## src/rtl/axi_read_arbiter.sv

```systemverilog
// Round-robin arbiter sharing one AXI4 read master port among NUM_REQ requesters, one burst at a time.
// Optional macro AXI_RD_ARB_RLAST_CHECK_EN enables the registered s_rlast vs. beat-count error pulse.
module axi_read_arbiter #(
    parameter int NUM_REQ    = 4,
    parameter int ADDR_WIDTH = 32,
    parameter int DATA_WIDTH = 32,
    localparam int ID_W      = $clog2(NUM_REQ)
) (
    input  logic                          clk,
    input  logic                          reset,
    input  logic [NUM_REQ-1:0]            req_arvalid,
    input  logic [NUM_REQ*ADDR_WIDTH-1:0] req_araddr,
    input  logic [NUM_REQ*8-1:0]          req_arlen,
    input  logic [NUM_REQ*3-1:0]          req_arsize,
    input  logic [NUM_REQ*2-1:0]          req_arburst,
    output logic [NUM_REQ-1:0]            req_arready,
    output logic [NUM_REQ-1:0]            req_rvalid,
    input  logic [NUM_REQ-1:0]            req_rready,
    output logic [DATA_WIDTH-1:0]         req_rdata,
    output logic                          req_rlast,
    output logic                          m_arvalid,
    output logic [ADDR_WIDTH-1:0]         m_araddr,
    output logic [7:0]                    m_arlen,
    output logic [2:0]                    m_arsize,
    output logic [1:0]                    m_arburst,
    input  logic                          s_arready,
    input  logic                          s_rvalid,
    input  logic [DATA_WIDTH-1:0]         s_rdata,
    input  logic                          s_rlast,
    output logic                          m_rready,
    output logic                          busy,
    output logic [ID_W-1:0]               grant_id,
    output logic                          err_rlast
);

    typedef enum logic [1:0] {ARBITRATE, ISSUE_ADDRESS, ACTIVE_BURST} state_t;

    localparam logic [ID_W:0] NUM_REQ_W = (ID_W+1)'(NUM_REQ);

    state_t                  state, state_next;
    logic [ID_W-1:0]         rr_ptr;
    logic [ID_W-1:0]         win_off;
    logic [ID_W-1:0]         winner;
    logic                    found;
    logic [2*NUM_REQ-1:0]    rot;
    logic [ID_W:0]           win_sum;
    logic [ID_W:0]           ptr_sum;
    logic [NUM_REQ-1:0]      grant_oh;
    logic [ADDR_WIDTH-1:0]   sel_addr;
    logic [7:0]              sel_len;
    logic [2:0]              sel_size;
    logic [1:0]              sel_burst;
    logic [7:0]              beat_cnt;
    logic                    r_hs;

    // Rotate the request vector so bit 0 is rr_ptr, take the first set bit, then un-rotate.
    always_comb begin
        rot     = {req_arvalid, req_arvalid} >> rr_ptr;
        found   = 1'b0;
        win_off = '0;
        for (int i = 0; i < NUM_REQ; i++) begin
            if (!found && rot[i]) begin
                found   = 1'b1;
                win_off = ID_W'(i);
            end
        end
        win_sum = {1'b0, rr_ptr} + {1'b0, win_off};
        if (win_sum >= NUM_REQ_W)
            win_sum = win_sum - NUM_REQ_W;
        winner = win_sum[ID_W-1:0];
    end

    always_comb begin
        sel_addr  = '0;
        sel_len   = '0;
        sel_size  = '0;
        sel_burst = '0;
        for (int i = 0; i < NUM_REQ; i++) begin
            if (ID_W'(i) == winner) begin
                sel_addr  = req_araddr[i*ADDR_WIDTH +: ADDR_WIDTH];
                sel_len   = req_arlen[i*8 +: 8];
                sel_size  = req_arsize[i*3 +: 3];
                sel_burst = req_arburst[i*2 +: 2];
            end
        end
    end

    always_comb begin
        ptr_sum = {1'b0, grant_id} + (ID_W+1)'(1);
        if (ptr_sum >= NUM_REQ_W)
            ptr_sum = '0;
    end

    assign grant_oh  = NUM_REQ'(1) << grant_id;
    assign req_rdata = s_rdata;
    assign busy      = (state != ARBITRATE);
    assign r_hs      = (state == ACTIVE_BURST) && s_rvalid && m_rready;

    always_ff @(posedge clk or posedge reset) begin
        if (reset)
            state <= ARBITRATE;
        else
            state <= state_next;
    end

    always_comb begin
        state_next  = state;
        m_arvalid   = 1'b0;
        req_arready = '0;
        req_rvalid  = '0;
        m_rready    = 1'b0;
        req_rlast   = 1'b0;
        case (state)
            ARBITRATE: begin
                if (|req_arvalid)
                    state_next = ISSUE_ADDRESS;
            end
            ISSUE_ADDRESS: begin
                m_arvalid   = 1'b1;
                req_arready = s_arready ? grant_oh : '0;
                if (s_arready)
                    state_next = ACTIVE_BURST;
            end
            ACTIVE_BURST: begin
                req_rvalid = s_rvalid ? grant_oh : '0;
                m_rready   = |(req_rready & grant_oh);
                req_rlast  = s_rlast;
                if (s_rvalid && m_rready && (beat_cnt == 8'd0))
                    state_next = ARBITRATE;
            end
            default: state_next = ARBITRATE;
        endcase
    end

    // Burst end is decided by the beat counter alone; s_rlast is never trusted for control.
    always_ff @(posedge clk or posedge reset) begin
        if (reset) begin
            rr_ptr    <= '0;
            grant_id  <= '0;
            beat_cnt  <= '0;
            m_araddr  <= '0;
            m_arlen   <= '0;
            m_arsize  <= '0;
            m_arburst <= '0;
        end else begin
            if (state == ARBITRATE && found) begin
                grant_id  <= winner;
                beat_cnt  <= sel_len;
                m_araddr  <= sel_addr;
                m_arlen   <= sel_len;
                m_arsize  <= sel_size;
                m_arburst <= sel_burst;
            end
            if (state == ISSUE_ADDRESS && s_arready)
                rr_ptr <= ptr_sum[ID_W-1:0];
            if (r_hs && beat_cnt != 8'd0)
                beat_cnt <= beat_cnt - 8'd1;
        end
    end

`ifdef AXI_RD_ARB_RLAST_CHECK_EN
    always_ff @(posedge clk or posedge reset) begin
        if (reset)
            err_rlast <= 1'b0;
        else
            err_rlast <= r_hs && (s_rlast != (beat_cnt == 8'd0));
    end
`else
    assign err_rlast = 1'b0;
`endif

endmodule
```

## config.mk

```make
export PLATFORM = sky130hd
export DESIGN_NAME = axi_read_arbiter
export DESIGN_NICKNAME = d
export VERILOG_FILES = /design/src/rtl/axi_read_arbiter.sv
export SDC_FILE = /design/constraint.sdc
export NUM_CORES = 1
export LEC_CHECK = 0
export ABC_AREA = 1
export CORE_ASPECT_RATIO = 0.6
export CORE_MARGIN = 2
export CORE_UTILIZATION = 31
export CTS_BUF_LIST = sky130_fd_sc_hd__clkbuf_2 sky130_fd_sc_hd__clkbuf_4 sky130_fd_sc_hd__clkbuf_8
export CTS_CLUSTER_SIZE = 30
export DETAILED_ROUTE_END_ITERATION = 16
export PLACE_DENSITY = 0.73
export SLEW_MARGIN = 25
export SYNTH_ARGS = -nofsm -noshare
export SYNTH_HDL_FRONTEND = slang
export SYNTH_SLANG_ARGS = --single-unit
export TNS_END_PERCENT = 1
```

## constraint.sdc

```tcl
create_clock -name clk -period 7.51 [get_ports clk]
set_clock_uncertainty 0.1 [all_clocks]
set_input_delay 1.502 -clock clk [delete_from_list [all_inputs] [get_ports clk]]
set_output_delay 1.502 -clock clk [all_outputs]
set_load 0.01 [all_outputs]
```

* Yosys cells after proc, flatten, opt, wreduce, memory -nomap -nowiden
Cells that the tools add are included.
Storage, ports and cells: bits in registers 59, input bits 225
Cells by class: shift-type cells 2, bitwise gates (word level) 1, add/sub/neg operators 4, muxes and demuxes 38, order comparisons 2, reduce and logical (&&, ||, !) cells 22, eq/ne operators 8
Operators with widths (number):
- 32-bit two-way mux | 4
- 8-bit two-way mux | 6
- 2-bit two-way mux | 11
- 4-bit two-way mux | 4
- 3-bit two-way mux | 4
- 1-bit logical AND | 10
- 8-bit logical NOT | 1
- 1-bit two-way mux | 8
- 8-bit nonzero test | 1
- 4-bit OR reduction | 2
- 8-bit by 2-bit >> shifter with 4-bit output | 1
- 8-bit by 1-bit subtractor with 8-bit output, second input constant | 1
- 3-bit >= comparator, second input constant | 2
- 2-bit one-hot mux with 3 select lines | 1
- 4-bit bitwise AND | 1
- 2-bit == test, first input constant | 2
- 2-bit logical NOT | 2
- 2-bit inequality test, second input constant | 2
- 2-bit nonzero test | 2
- 1-bit by 2-bit << shifter with 4-bit output, first input constant | 1
- 2-bit by 1-bit adder with 3-bit output, second input constant | 1
- 2-bit by 2-bit adder with 3-bit output | 1
- 1-bit logical NOT | 3
- 3-bit AND reduction | 1
- other kinds (5) | 5

* Longest topological paths before layout
depth after elaboration 21, depth in mapped cells 18

* Least setup slack after synthesis
OpenSTA, ideal clock, no wires.
kind in2out, from input s_rvalid, to output req_rvalid[0], buffers on the path 0, data required time 5908 ps, setup slack 4012 ps, stages 4, data arrival time 1896 ps, cells stage by stage inv_1 -> nor2_1 -> inv_1 -> nor2_1
On the way: cells in the longest elaborated chain, start to end 2
RTL lines:
- start: declaration | line 27 | input logic s_rvalid,
- 4-bit two-way mux | line 125 | req_rvalid = s_rvalid ? grant_oh : '0;
- 4-bit two-way mux | line 113 | case (state)
- end: declaration | line 17 | output logic [NUM_REQ-1:0] req_rvalid,
Every way passes these cells.

* Final worst setup path
from input req_arvalid[1], to register m_arlen[7]
On the way: cells in the longest elaborated chain, start to end 19
RTL lines:
- start: declaration | line 11 | input logic [NUM_REQ-1:0] req_arvalid,
- 8-bit by 2-bit >> shifter with 4-bit output (*) | line 58 | rot = {req_arvalid, req_arvalid} >> rr_ptr;
- 1-bit two-way mux | line 62 | if (!found && rot[i]) begin
- 1-bit logical NOT | line 62
- 1-bit logical AND | line 62
- 1-bit two-way mux | line 62
- 1-bit logical NOT | line 62
- 1-bit logical AND | line 62
- 1-bit two-way mux | line 62
- [... 2 more ...]
- 2-bit two-way mux (*) | line 62
- 2-bit by 2-bit adder with 3-bit output (*) | line 67 | win_sum = {1'b0, rr_ptr} + {1'b0, win_off};
- 3-bit >= comparator / 2-bit by 1-bit subtractor with 2-bit output (equally long branches) | line 68, 69
- 2-bit two-way mux (*) | line 68 | if (win_sum >= NUM_REQ_W)
- named net win_sum[0] | line 46 | logic [ID_W:0] win_sum;
- 2-bit logical NOT | line 79 | if (ID_W'(i) == winner) begin
- 8-bit two-way mux (3 in a row) | line 79
- 8-bit two-way mux (*) | line 79
- end signal: assignment | line 150 | m_arlen <= sel_len;
- end: declaration | line 23 | output logic [7:0] m_arlen,
The timed path passes the listed nets; every way through them passes the cells marked *. A chain may end at the register's enable or synchronous reset.

==> impl_metrics.sql <==
INSERT INTO impl_metrics (metric_group, metric, value, unit) VALUES
('run_status', 'outcome', 'completed', ''),
('clocking', 'holdBufCountCts', '0', ''),
('setup_path', 'start_kind', 'input port', ''),
('route', 'drt-initial-drc-count', '397', ''),
('clocking', 'cts_max_path_bufs', '2', ''),
('pwr', 'cellLeakagePower', '3.39', 'nW'),
('setup_path', 'critical-path-top-delay-family', 'simple AND/OR/NAND/NOR gates', ''),
('floorplanning', 'floorplan.io_pins', '317', ''),
('setup_path', 'crit_path_slowest_cell', 'ha_2', ''),
('logic_synthesis', 'synth_fp_nets', '919', ''),
('global_route', 'first_global_vias', '4972', ''),
('finish', 'n_antenna_cell', '0', ''),
('sta', 'hold_ws', '378', 'ps'),
('clocking', 'ctsRootBufferMaster', 'clkbuf_8', ''),
('run', 'maxCapViolCount', '0', ''),
('finish', 'layout.nets', '1117', ''),
('clocking', 'post_cts.repair.setup_buffers', '0', ''),
('clocking', 'clock_latency', '340', 'ps'),
('route', 'dr_total_vias', '5064', ''),
('min_path', 'hold_path_class', 'reg -> reg', ''),
('logic_synthesis', 'synthesis.area', '4450', 'µm²'),
('sta', 'finalSetupViolations', '0', ''),
('place', 'numPortBuffers', '251', ''),
('finish', 'multi_input_area', '2230', 'µm²'),
('floorplanning', 'fp-row-count', '33', ''),
('finish', 'nFillCells', '1387', ''),
('route', 'finalWirelength', '15.3', 'mm'),
('finish', 'layout-drive-gt1-share', '4.38', '%'),
('global_route', 'first_pass_grt_wire_length', '25.2', 'mm'),
('route', 'drt_drc_violations_left', '0', ''),
('place', 'gpl.final_weighted_congestion', '0.885', ''),
('setup_path', 'path_max_fanout', '47', ''),
('route', 'wl_per_cell', '14.2', 'µm'),
('logic_synthesis', 'yosys_register_bits', '59', ''),
('global_route', 'grt_antenna_before_repair', '0', ''),
('sta', 'worstMarginPinSlew', '1010', 'ps'),
('setup_path', 'cp.buffers_inverters', '2', ''),
('floorplanning', 'die_w', '159', 'µm'),
('setup_path', 'timing.critical_path.mode_cell', 'nand2_1', ''),
('finish', 'commonest_cells_after_routing_fill_and_taps_aside', '256 x nand2_1, 251 x clkdlybuf4s50_1, 78 x inv_1', ''),
('setup_path', 'criticalPathCategory', 'in -> reg', ''),
('floorplanning', 'die_area', '15400', 'µm²'),
('clocking', 'clkTransAtPathRegs', '70', 'ps'),
('pwr', 'cellPowerDensity', '506', 'nW/µm²'),
('logic_synthesis', 'synth.avg_cell_area', '6.48', 'µm²'),
('setup_path', 'cp-end-kind', 'flop', ''),
('route', 'drt_pre_antenna_iters', '5', ''),
('route', 'final_antenna_net_count', '0', ''),
('floorplanning', 'start_util', '32.2', '%'),
('route', 'detail_route.vias_per_cell', '4.68', ''),
('clocking', 'post_cts_resized', '0', ''),
('finish', 'seq_area', '1480', 'µm²'),
('global_route', 'grt_max_degree', '60', ''),
('sta', 'timing.max_slew.rel_slack', '32.8', '%'),
('place', 'post-dp-hpwl', '11.0', 'mm'),
('place', 'post-place-ws', '2030', 'ps'),
('clocking', 'cts_tree', 'done', ''),
('setup_path', 'cp_data_required_time', '7690', 'ps'),
('clocking', 'clock-sinks', '59', ''),
('sta', 'final_critical_period', '5120', 'ps'),
('setup_path', 'cp_cell_sequence', 'clkdlybuf4s50_1 -> nand2_1 -> nand3_1 -> nand2_1 -> nand3_1 -> a21boi_0 -> ha_2 -> inv_1 -> nor2_4 -> nand2_1 -> nand3_1 -> nand2_1 -> nand2_1', ''),
('global_route', 'grt_util_all_layers', '20.1', '%'),
('sta', 'grt_setup_unrepaired', 'false', ''),
('floorplanning', 'floorplan.die.height', '96.8', 'µm'),
('setup_path', 'slowest_delay', '1000', 'ps'),
('clocking', 'cts_max_level', '3', ''),
('logic_synthesis', 'yosysSeqAreaShare', '33.2', '%'),
('finish', 'syn2layout_area_growth', '57.6', '%'),
('sta', 'timing.fmax', '195', 'MHz'),
('sta', 'postLayoutSetupSlackWorst', '2390', 'ps'),
('logic_synthesis', 'synth_cell_type_count', '34', ''),
('floorplanning', 'core_box_area', '13800', 'µm²'),
('global_route', 'gr-total-overflow', '0', ''),
('logic_synthesis', 'post_synth_inst_count', '687', ''),
('finish', 'layout.cells.most_common', 'nand2_1', ''),
('sta', 'max_slew_violations', '0', ''),
('sta', 'final.period_utilization', '68.1', '%'),
('setup_path', 'timing.critical_path.arrival', '5300', 'ps'),
('sta', 'finalSetupTns', '0', 'ps'),
('sta', 'final-hold-violation-count', '0', ''),
('pwr', 'vdd_drop_max', '0.000297', 'V'),
('clocking', 'cts_inserted_buffers', '9', ''),
('logic_synthesis', 'synth.yosys.warnings', '0', '');
==> cells by family after synthesis <==
group                      count (synthesis)  synth area share [%]
AOI/OAI and AO/OA                        100                  11.7
xor gates and xnor gates                   3                 0.590
adders and majority gates                  7                  1.97
buffers and inverters                    149                  17.0
DFF                                       59                  33.2
muxes                                      1                 0.253
other                                      1                0.0842
and+or+nand+nor                          367                  35.2
==> synth_stat cells <==
master,instances,area share (%)
nand2_4,4,1.0
buf_4,38,6.4
a21oi_1,2,0.22
o21ai_1,39,4.4
nand2_2,3,0.42
buf_1,1,0.084
nand2_1,256,22
nand3_1,69,7.8
buf_6,5,1.3
mux2_2,1,0.25
conb_1,1,0.084
xor2_1,1,0.20
clkbuf_1,11,0.93
inv_1,79,6.7
nand2_8,1,0.45
o21ai_4,1,0.37
buf_2,11,1.2
ha_1,7,2.0
inv_2,3,0.25
nand3_4,1,0.39
nor2_1,20,1.7
nor2_4,1,0.25
nand4_1,7,0.98
clkinv_4,1,0.20
a21boi_0,1,0.17
nor3_1,2,0.22
dfrtp_1,59,33
o21ai_0,53,6.0
nor2_2,1,0.14
xnor2_1,2,0.39
o22ai_1,3,0.42
nor3b_1,1,0.17
or2_2,1,0.14
a31o_2,1,0.20
==> worst min-delay path, stage by stage (launching register included) <==
cell and delay (ps):
dfrtp_1 340, nand2_1 50, nand2_1 60
==> routing by layer <==
metal	GRT usage, %	vias up	routed length (µm)
met1	26.4	2292	7140
met5	0	-	0
met2	32.0	240	6580
met3	7.63	13	1500
li1	-	2519	-
met4	3.46	0	119
==> flip-flops by register name, indices dropped and copies added, names as in the netlist <==
name / cells
m_arburst: 2
grant_id: 2
m_araddr: 32
m_arlen: 8
m_arsize: 3
beat_cnt: 8
rr_ptr: 2
state: 2
==> through the flow <==
step | total power (W) | utilization, % | instances | instance area, µm²
floorplan | 0.00250 | - | 687 | 4450
global placement | 0.00321 | 49.1 | 1066 | 6790
detailed placement | 0.00324 | 49.1 | 1066 | 6790
CTS | 0.00359 | 50.7 | 1082 | 7020
global route | 0.00396 | 50.7 | 1082 | 7020
finish | 0.00355 | 50.7 | 1082 | 7020
==> power by group <==
| group | total [W] | switching (W) | internal, W |
|---|---|---|---|
| combinational | 0.00262 | 0.00166 | 0.000960 |
| sequential | 0.000597 | 0.000101 | 0.000496 |
| clock | 0.000340 | 0.000132 | 0.000208 |
==> path summary, 6_finish.rpt <==
check,from,endpoint,slack (ps),depth (start not counted)
max,req_arvalid[1],m_arlen[7],2390,13
min,m_araddr[1],m_araddr[1],380,2
max reg2reg,rr_ptr[0],m_arlen[7],3490,13
min reg2reg,m_araddr[1],m_araddr[1],380,2
max in group asynchronous,reset,m_araddr[0],5170,3
min in group asynchronous,reset,m_araddr[21],1590,3
==> cell type report <==
| type | count | share of cell area [%] |
|---|---|---|
| clock inverter | 4 | 1.03 |
| inverter | 83 | 4.51 |
| sequential | 59 | 21.0 |
| tap | 192 | 3.42 |
| multi-input combinational | 479 | 31.7 |
| timing repair buffer | 253 | 36.0 |
| clock buffer | 12 | 2.26 |
(Power assumes the default switching activity.)
